### src/rtl/fsk_tx_sched.sv
// Transmit byte scheduler for the FSK byte generator: a small byte FIFO feeding a
// start/wait/gap sequencer that issues one start pulse per queued byte.
module fsk_tx_sched #(
    parameter int DEPTH    = 8,
    parameter int AW       = 3,
    parameter int GAP_BITS = 2,
    parameter int START_TO = 255
) (
    input  logic          clk,
    input  logic          rst_n,
    input  logic          wr_en,
    input  logic [7:0]    wr_dat,
    input  logic          clr_err,
    input  logic          ce_bit,
    input  logic          en_tx,
    output logic          st,
    output logic [7:0]    dat,
    output logic          busy,
    output logic          full,
    output logic          empty,
    output logic [AW:0]   count,
    output logic          ovf,
    output logic          err_to
);

    localparam int TW = $clog2(START_TO + 1);
    localparam int GW = 4;

    typedef enum logic [2:0] {
        S_IDLE, S_LOAD, S_START, S_WAIT_ON, S_WAIT_OFF, S_GAP
    } state_t;

    state_t          state_q, state_d;
    logic [7:0]      mem [DEPTH];
    logic [AW-1:0]   rd_ptr_q, rd_ptr_d;
    logic [AW-1:0]   wr_ptr_q, wr_ptr_d;
    logic [AW:0]     count_q, count_d;
    logic [7:0]      dat_q, dat_d;
    logic [TW-1:0]   to_cnt_q, to_cnt_d;
    logic [GW-1:0]   gap_cnt_q, gap_cnt_d;
    logic            ovf_q, ovf_d;
    logic            err_to_q, err_to_d;
    logic            pop, wr_accept, fifo_full, to_expire;

    // Storage has no reset so it maps onto plain RAM; only pointers/count define contents.
    always_ff @(posedge clk) begin
        if (wr_accept) begin
            mem[wr_ptr_q] <= wr_dat;
        end
    end

    // State and datapath registers.
    always_ff @(posedge clk) begin
        if (!rst_n) begin
            state_q   <= S_IDLE;
            rd_ptr_q  <= '0;
            wr_ptr_q  <= '0;
            count_q   <= '0;
            dat_q     <= '0;
            to_cnt_q  <= '0;
            gap_cnt_q <= '0;
            ovf_q     <= 1'b0;
            err_to_q  <= 1'b0;
        end else begin
            state_q   <= state_d;
            rd_ptr_q  <= rd_ptr_d;
            wr_ptr_q  <= wr_ptr_d;
            count_q   <= count_d;
            dat_q     <= dat_d;
            to_cnt_q  <= to_cnt_d;
            gap_cnt_q <= gap_cnt_d;
            ovf_q     <= ovf_d;
            err_to_q  <= err_to_d;
        end
    end

    // Next-state and counter logic.
    always_comb begin
        state_d   = state_q;
        to_cnt_d  = to_cnt_q;
        gap_cnt_d = gap_cnt_q;
        to_expire = 1'b0;
        unique case (state_q)
            S_IDLE: begin
                if (count_q != '0) begin
                    state_d = S_LOAD;
                end
            end
            S_LOAD: begin
                state_d = S_START;
            end
            S_START: begin
                to_cnt_d = '0;
                state_d  = S_WAIT_ON;
            end
            S_WAIT_ON: begin
                if (en_tx) begin
                    state_d = S_WAIT_OFF;
                end else begin
                    to_cnt_d = to_cnt_q + TW'(1);
                    // A byte whose start is never acknowledged is dropped, not retried.
                    if (to_cnt_q == TW'(START_TO - 1)) begin
                        to_expire = 1'b1;
                        gap_cnt_d = '0;
                        state_d   = S_GAP;
                    end
                end
            end
            S_WAIT_OFF: begin
                if (!en_tx) begin
                    gap_cnt_d = '0;
                    state_d   = S_GAP;
                end
            end
            S_GAP: begin
                if (GAP_BITS == 0) begin
                    state_d = S_IDLE;
                end else if (ce_bit) begin
                    gap_cnt_d = gap_cnt_q + GW'(1);
                    if ((5'(gap_cnt_q) + 5'd1) == 5'(GAP_BITS)) begin
                        state_d = S_IDLE;
                    end
                end
            end
            default: begin
                state_d = S_IDLE;
            end
        endcase
    end

    // FIFO bookkeeping; a pop frees a slot for a write in the same clock.
    always_comb begin
        fifo_full = (count_q == (AW + 1)'(DEPTH));
        pop       = (state_q == S_LOAD);
        wr_accept = wr_en && (!fifo_full || pop);
        rd_ptr_d  = pop ? rd_ptr_q + AW'(1) : rd_ptr_q;
        wr_ptr_d  = wr_accept ? wr_ptr_q + AW'(1) : wr_ptr_q;
        dat_d     = pop ? mem[rd_ptr_q] : dat_q;
        count_d   = count_q;
        if (wr_accept && !pop) begin
            count_d = count_q + (AW + 1)'(1);
        end else if (!wr_accept && pop) begin
            count_d = count_q - (AW + 1)'(1);
        end
        ovf_d    = (wr_en && !wr_accept) ? 1'b1 : (clr_err ? 1'b0 : ovf_q);
        err_to_d = to_expire ? 1'b1 : (clr_err ? 1'b0 : err_to_q);
    end

    // Output decode, held inactive while reset is asserted.
    always_comb begin
        st    = 1'b0;
        busy  = 1'b0;
        count = '0;
        if (rst_n) begin
            st    = (state_q == S_START);
            busy  = (state_q != S_IDLE);
            count = count_q;
        end
        full   = (count == (AW + 1)'(DEPTH));
        empty  = (count == '0);
        dat    = dat_q;
        ovf    = ovf_q;
        err_to = err_to_q;
    end

endmodule

### config.mk
export PLATFORM = sky130hd
export DESIGN_NAME = fsk_tx_sched
export DESIGN_NICKNAME = d
export VERILOG_FILES = /design/src/rtl/fsk_tx_sched.sv
export SDC_FILE = /design/constraint.sdc
export NUM_CORES = 1
export LEC_CHECK = 0
export CORE_ASPECT_RATIO = 0.9
export CORE_MARGIN = 10
export CORE_UTILIZATION = 35
export DETAILED_ROUTE_END_ITERATION = 8
export GPL_ROUTABILITY_DRIVEN = 0
export GPL_TIMING_DRIVEN = 0
export PLACE_DENSITY_LB_ADDON = 0.1
export SYNTH_ARGS = -nofsm -noshare
export SYNTH_HDL_FRONTEND = slang
export SYNTH_SLANG_ARGS = --single-unit
### constraint.sdc
create_clock -name clk -period 5 [get_ports clk]
set_clock_uncertainty 0.15 [all_clocks]
set_input_delay 1 -clock clk [delete_from_list [all_inputs] [get_ports clk]]
set_output_delay 1 -clock clk [all_outputs]
set_load 0.05 [all_outputs]
==> impl_metrics.env, run 1 <==
export IMPL_run_status="complete, no violations"
export IMPL_cellPowerDensity_nw_per_um2=501
export IMPL_synth_top_cells_by_count="edfxtp_1, dfxtp_1, nor2_1"
export IMPL_synth_sequential_area_ratio=0.632
export IMPL_setup_violations=0
export IMPL_die_area_um2=16600
export IMPL_global_route_usage_met1=0.149
export IMPL_worst_slew_margin_rel=0.348
export IMPL_power_mw=2.50
export IMPL_dr_pass1_iters=5
export IMPL_finalHoldViolCount=0
export IMPL_finalWorstPathRequiredPeriod_ps=4470
export IMPL_r2r_cells=10
export IMPL_ys_flop_type="edfxtp_1"
export IMPL_synth_async_sr_flop_share=0
export IMPL_ys_warnings_count=0
export IMPL_netlist_instances=306
export IMPL_post_route_cell_area_um2=4990
export IMPL_antenna_cells_inserted=0
export IMPL_top_usage_layer="met2"
export IMPL_placed_area_um2=4680
export IMPL_floorplan_core_area_um2=11500
export IMPL_end_kind="output pin"
export IMPL_number_of_nets_still_failing_antenna_checks_after_routing=0
export IMPL_reg2reg_to="count_q[3]"
export IMPL_final_cells=509
export IMPL_grt_usage=0.117
export IMPL_worstHoldPathType="reg2reg"
export IMPL_floorplan_rows=37
export IMPL_synth_largest_area_cell="edfxtp_1"
export IMPL_grt_pass1_vias=2519
export IMPL_path_clk_slew_ps=70
export IMPL_gr_total_overflow=0
export IMPL_synth_most_common_cell="edfxtp_1"
export IMPL_setup_total_negative_slack_ps=0
export IMPL_globalRouteMet2Util=0.182
export IMPL_ys_seq_elements=99
export IMPL_p_leak_nw=1.69
export IMPL_post_cts_repair_setup_buffers=0
export IMPL_worstSetupStartpoint="rst_n"
export IMPL_h_tree_depth=3
export IMPL_post_synth_instance_area_um2=4150
export IMPL_postSynthNetCount=330
export IMPL_dp_cells=493
export IMPL_final_hold_worst_slack_ps=345
export IMPL_crit_arrival_ps=3320
export IMPL_wirelength_um=9120
export IMPL_setup_reg_to_reg_worst_slack_ps=1530
export IMPL_cts_root_to_sink_buffers=2
export IMPL_clock_tree_from_tritoncts="done"
export IMPL_largest_fanout_on_the_critical_path=10
export IMPL_slew_viol_final=0
export IMPL_share_of_the_cycle_needed_by_the_critical_path_after_routing=0.894
export IMPL_vdd_ir_drop_worst_v=0.000204
export IMPL_hold_path_startpoint="gap_cnt_q[3]"
export IMPL_clk_root_buffer_cell="clkbuf_16"
export IMPL_post_dp_hpwl_um=6010
export IMPL_clk_latency_ps=350
export IMPL_cts_num_sinks=99
export IMPL_floorplan_io_pins=32
export IMPL_die_x_um=135
export IMPL_synth_edff_count=64
export IMPL_largest_net_degree_at_the_start_of_global_routing=20
export IMPL_post_synth_cell_area_avg_um2=13.6
export IMPL_drt_iter0_drc=112
export IMPL_timing_critical_path_from_type="input port"
export IMPL_worstSetupEndpoint="st"
export IMPL_post_cts_resized_instances=0
export IMPL_cts_buffers_inserted=9
export IMPL_synthToLayoutAreaGrowth_pct=20.3
export IMPL_rr_startpoint="count_q[0]"
export IMPL_timing_setup_critical_path_class="in2out"
export IMPL_grt_setup_unrepaired="no"
export IMPL_max_freq_mhz=224
export IMPL_die_height_um=123
export IMPL_holdBufCountCts=0
export IMPL_initial_core_util=0.360
export IMPL_antenna_found_initial=0
export IMPL_max_cap_violations=0
export IMPL_detail_route_drc_violations=0
export IMPL_fraction_of_final_layout_cells_with_drive_strength_greater_than_1=0.130
export IMPL_cp_required_ps=3850
export IMPL_wire_per_inst_um=17.9
export IMPL_finish_net_count=372
export IMPL_global_route_met3_utilization=0.0361
export IMPL_synth_area_leaders="edfxtp_1, dfxtp_1, mux4_2, nor2_1, ha_1"
export IMPL_fillers=1050
export IMPL_fraction_of_post_synthesis_cell_area_in_the_top_cell_type_by_area=0.463
export IMPL_max_slew_worst_pin_slew_ps=975
export IMPL_vias_per_cell=4.96
export IMPL_yosysUniqueCellTypes=44
export IMPL_num_vias=2524
export IMPL_port_buffer_count=30
export IMPL_grt_pass1_wl_um=14500
==> area by class of cell <==
| cell class | count | area (µm²) | share of cell area |
|---|---|---|---|
| plain buffers | 15 | 61.3 | 0.0123 |
| clock buffers | 9 | 225 | 0.0451 |
| clock inverters | 7 | 87.6 | 0.0175 |
| inverters | 8 | 30.0 | 0.00602 |
| multi-input cells | 184 | 1460 | 0.293 |
| flip-flops and latches | 99 | 2620 | 0.525 |
| well taps | 156 | 195 | 0.0391 |
| repair buffers | 31 | 308 | 0.0617 |
==> flip-flops by register name, summed over array words and instances, names as in the netlist <==
signal	flops
ovf	1
mem	64
to_cnt_q	8
count_q	4
wr_ptr_q	3
dat	8
gap_cnt_q	4
rd_ptr_q	3
state_q	3
err_to	1
==> cells by family (layout without fill, tap and decap cells) <==
group                      Yosys count  count (layout)  synth area share
DFF                                 99              99             0.632
and+or+nand+nor                     91              91             0.111
AOI/OAI and AO/OA                   43              43            0.0621
muxes                               28              28             0.116
buffers and inverters               23              70            0.0220
xor gates and xnor gates            12              12            0.0253
adders and majority gates           10              10            0.0320
==> power breakdown <==
| part | internal, mW | switching (mW) |
|---|---|---|
| clock | 0.402 | 0.327 |
| sequential | 0.957 | 0.0510 |
| combinational | 0.300 | 0.465 |
| total | 1.66 | 0.843 |
==> worst min-delay path by stage <==
stage / end / slack, ps / cells past startpoint
6_report: gap_cnt_q[3] / 350 / 1
3_3_place_gp: gap_cnt_q[3] / 330 / 1
2_1_floorplan: gap_cnt_q[3] / 300 / 1
3_5_place_dp: to_cnt_q[7] / 340 / 2
4_1_cts: gap_cnt_q[3] / 340 / 1
5_1_grt: gap_cnt_q[3] / 360 / 1
==> critical path, stage by stage <==
cell	delay, ps
clkdlybuf4s50_1	440
inv_1	90
clkbuf_1	490
buf_1	470
nor2_1	100
clkdlybuf4s50_1	720
==> stage by stage <==
| stage | utilization | setup slack (ps) |
|---|---|---|
| 2_1_floorplan | - | 1740 |
| 3_3_place_gp | 0.403 | 558 |
| 3_5_place_dp | 0.406 | 545 |
| 4_1_cts | 0.433 | 542 |
| 5_1_grt | 0.433 | 405 |
| 6_report | 0.433 | 531 |
==> per-layer routing <==
layer | up-vias | wire [µm]
met3 | 11 | 292
met1 | 1255 | 4290
li1 | 1230 | -
met4 | 0 | 154
met2 | 28 | 4390
met5 | - | 0
==> cells in the final DEF (no fill, tap or decap), types with 2 or more instances in the layout <==
cell type        count
clkdlybuf4s50_1     30
xnor2_1              4
clkbuf_1             8
nor2_1              35
mux2i_1             11
clkbuf_16            9
nand3b_1             4
nor3_2               4
and2_1               6
a21oi_1             18
nand4_1              4
edfxtp_1            64
o21ai_1              3
nand2b_1             4
nor2b_1              4
or4_1                3
inv_6                4
ha_1                 9
buf_1                3
inv_2                2
o21ai_0             11
and3_1               2
or3_1                2
dfxtp_1             35
inv_8                2
inv_1                6
xor2_1               8
mux4_2              16
nand3_1              2
nor3_1               4
o311ai_1             2
nand2_1             12
buf_2                4
Note: power is estimated with default switching activity, not from simulation.
==> run 2, diff against run 1 <==
--- a/config.mk
+++ b/config.mk
@@ -11,6 +11,7 @@
 export DETAILED_ROUTE_END_ITERATION = 8
 export GPL_ROUTABILITY_DRIVEN = 0
 export GPL_TIMING_DRIVEN = 0
+export MAX_ROUTING_LAYER = met4
 export PLACE_DENSITY_LB_ADDON = 0.1
 export SYNTH_ARGS = -nofsm -noshare
 export SYNTH_HDL_FRONTEND = slang
==> impl_metrics.env, run 2 (same netlist as run 1, synthesis figures left out) <==
export IMPL_post_cts_repair_setup_buffers=0
export IMPL_antenna_found_initial=0
export IMPL_port_buffer_count=30
export IMPL_grt_pass1_wl_um=14500
export IMPL_die_height_um=123
export IMPL_worstHoldPathType="reg2reg"
export IMPL_timing_critical_path_from_type="input port"
export IMPL_path_clk_slew_ps=70
export IMPL_setup_violations=0
export IMPL_worst_path_max_delay_cell="clkdlybuf4s50_1"
export IMPL_cp_common_cell="clkdlybuf4s50_1"
export IMPL_largest_net_degree_at_the_start_of_global_routing=20
export IMPL_h_tree_depth=3
export IMPL_grt_usage=0.120
export IMPL_grt_pass1_vias=2512
export IMPL_vias_per_cell=4.95
export IMPL_share_of_the_cycle_needed_by_the_critical_path_after_routing=0.892
export IMPL_max_slew_worst_pin_slew_ps=986
export IMPL_power_clock_fraction=0.291
export IMPL_num_vias=2522
export IMPL_final_hold_worst_slack_ps=345
export IMPL_end_kind="output pin"
export IMPL_run_status="complete, no violations"
export IMPL_delay_of_the_slowest_critical_path_stage_ps=720
export IMPL_finalWorstPathRequiredPeriod_ps=4460
export IMPL_largest_register_ff_count=64
export IMPL_most_frequent_standard_cell_in_the_layout_excluding_fill_and_tap_cells="edfxtp_1"
export IMPL_cp_required_ps=3850
export IMPL_clk_latency_ps=350
export IMPL_floorplan_io_pins=32
export IMPL_crit_arrival_ps=3310
export IMPL_regMostFlops="mem"
export IMPL_clk_root_buffer_cell="clkbuf_16"
export IMPL_most_common_layout_cells="edfxtp_1, nor2_1, dfxtp_1, clkdlybuf4s50_1, a21oi_1"
export IMPL_floorplan_core_area_um2=11500
export IMPL_finalHoldViolCount=0
export IMPL_post_dp_hpwl_um=6010
export IMPL_combinationalPowerShare=0.306
export IMPL_slew_viol_final=0
export IMPL_die_area_um2=16600
export IMPL_dp_worst_setup_slack_ps=545
export IMPL_cellPowerDensity_nw_per_um2=501
export IMPL_gr_total_overflow=0
export IMPL_dr_pass1_iters=5
export IMPL_drt_iter0_drc=116
export IMPL_wirelength_um=9130
export IMPL_floorplan_rows=37
export IMPL_initial_core_util=0.360
export IMPL_setup_total_negative_slack_ps=0
export IMPL_crit_chain="clkdlybuf4s50_1 -> inv_1 -> clkbuf_1 -> buf_1 -> nor2_1 -> clkdlybuf4s50_1"
export IMPL_p_leak_nw=1.69
export IMPL_largest_fanout_on_the_critical_path=10
export IMPL_finish_net_count=372
export IMPL_wire_per_inst_um=17.9
export IMPL_antenna_cells_inserted=0
export IMPL_vdd_ir_drop_worst_v=0.000204
export IMPL_p_sw_frac=0.337
export IMPL_fin_util=0.433
export IMPL_power_internal_mw=1.66
export IMPL_fraction_of_final_layout_cells_with_drive_strength_greater_than_1=0.130
export IMPL_detail_route_drc_violations=0
export IMPL_cts_buffers_inserted=9
export IMPL_worst_slew_margin_rel=0.340
export IMPL_cts_num_sinks=99
export IMPL_family_of_cells_with_the_greatest_summed_delay_on_the_critical_path="buffers and inverters"
export IMPL_cts_root_to_sink_buffers=2
export IMPL_synthToLayoutAreaGrowth_pct=20.3
export IMPL_sequentialPowerShare=0.403
export IMPL_holdBufCountCts=0
export IMPL_grt_setup_unrepaired="no"
export IMPL_switchingPower_uw=844
export IMPL_max_freq_mhz=224
export IMPL_postLayoutSetupSlackWorst_ps=538
export IMPL_clock_tree_from_tritoncts="done"
export IMPL_timing_setup_critical_path_class="in2out"
export IMPL_number_of_nets_still_failing_antenna_checks_after_routing=0
export IMPL_fillers=1050
export IMPL_post_cts_resized_instances=0
export IMPL_max_cap_violations=0
export IMPL_crit_buf_inv=5
export IMPL_die_x_um=135
run 2: cell counts in the layout (fill, tap and decap cells not counted):
Identical to the previous run, type by type.
run 2: routing by layer:
layer,track usage,up-vias,routed length (µm)
met5,-,-,0
met4,0.0462,0,154
met3,0.0361,10,287
met2,0.183,32,4390
met1,0.149,1251,4300
li1,-,1229,-
run 2: final cells by class:
type	count	area [µm²]	share of cell area
Tap cell	156	195	0.0391
Timing Repair Buffer	31	308	0.0617
Inverter	8	30.0	0.00602
Multi-Input combinational cell	184	1460	0.293
Clock buffer	9	225	0.0451
Sequential cell	99	2620	0.525
Clock inverter	7	87.6	0.0175
Buffer	15	61.3	0.0123
run 2: final timing paths:
path | startpoint | endpoint | slack [ps] | depth (start not counted)
setup / recovery | rst_n | st | 540 | 6
setup reg to reg | count_q[0] | count_q[3] | 1510 | 10
hold / removal | gap_cnt_q[3] | gap_cnt_q[3] | 350 | 1
hold reg to reg | gap_cnt_q[3] | gap_cnt_q[3] | 350 | 1
run 2: power groups by stage:
stage	Clock, mW	Combinational [mW]	Sequential [mW]
5_1_grt	0.781	0.836	1.02
4_1_cts	0.752	0.780	1.01
3_3_place_gp	0	0.767	1.03
3_5_place_dp	0	0.776	1.03
2_1_floorplan	0	0.453	1.11
6_report	0.729	0.766	1.01
run 2: metrics by stage:
| step | cells | total power, mW | cell area, µm² |
|---|---|---|---|
| finish | 509 | 2.50 | 4990 |
| detailed placement | 493 | 1.80 | 4680 |
| floorplan | 306 | 1.56 | 4150 |
| global placement | 492 | 1.79 | 4650 |
| global route | 509 | 2.64 | 4990 |
| CTS | 509 | 2.54 | 4990 |
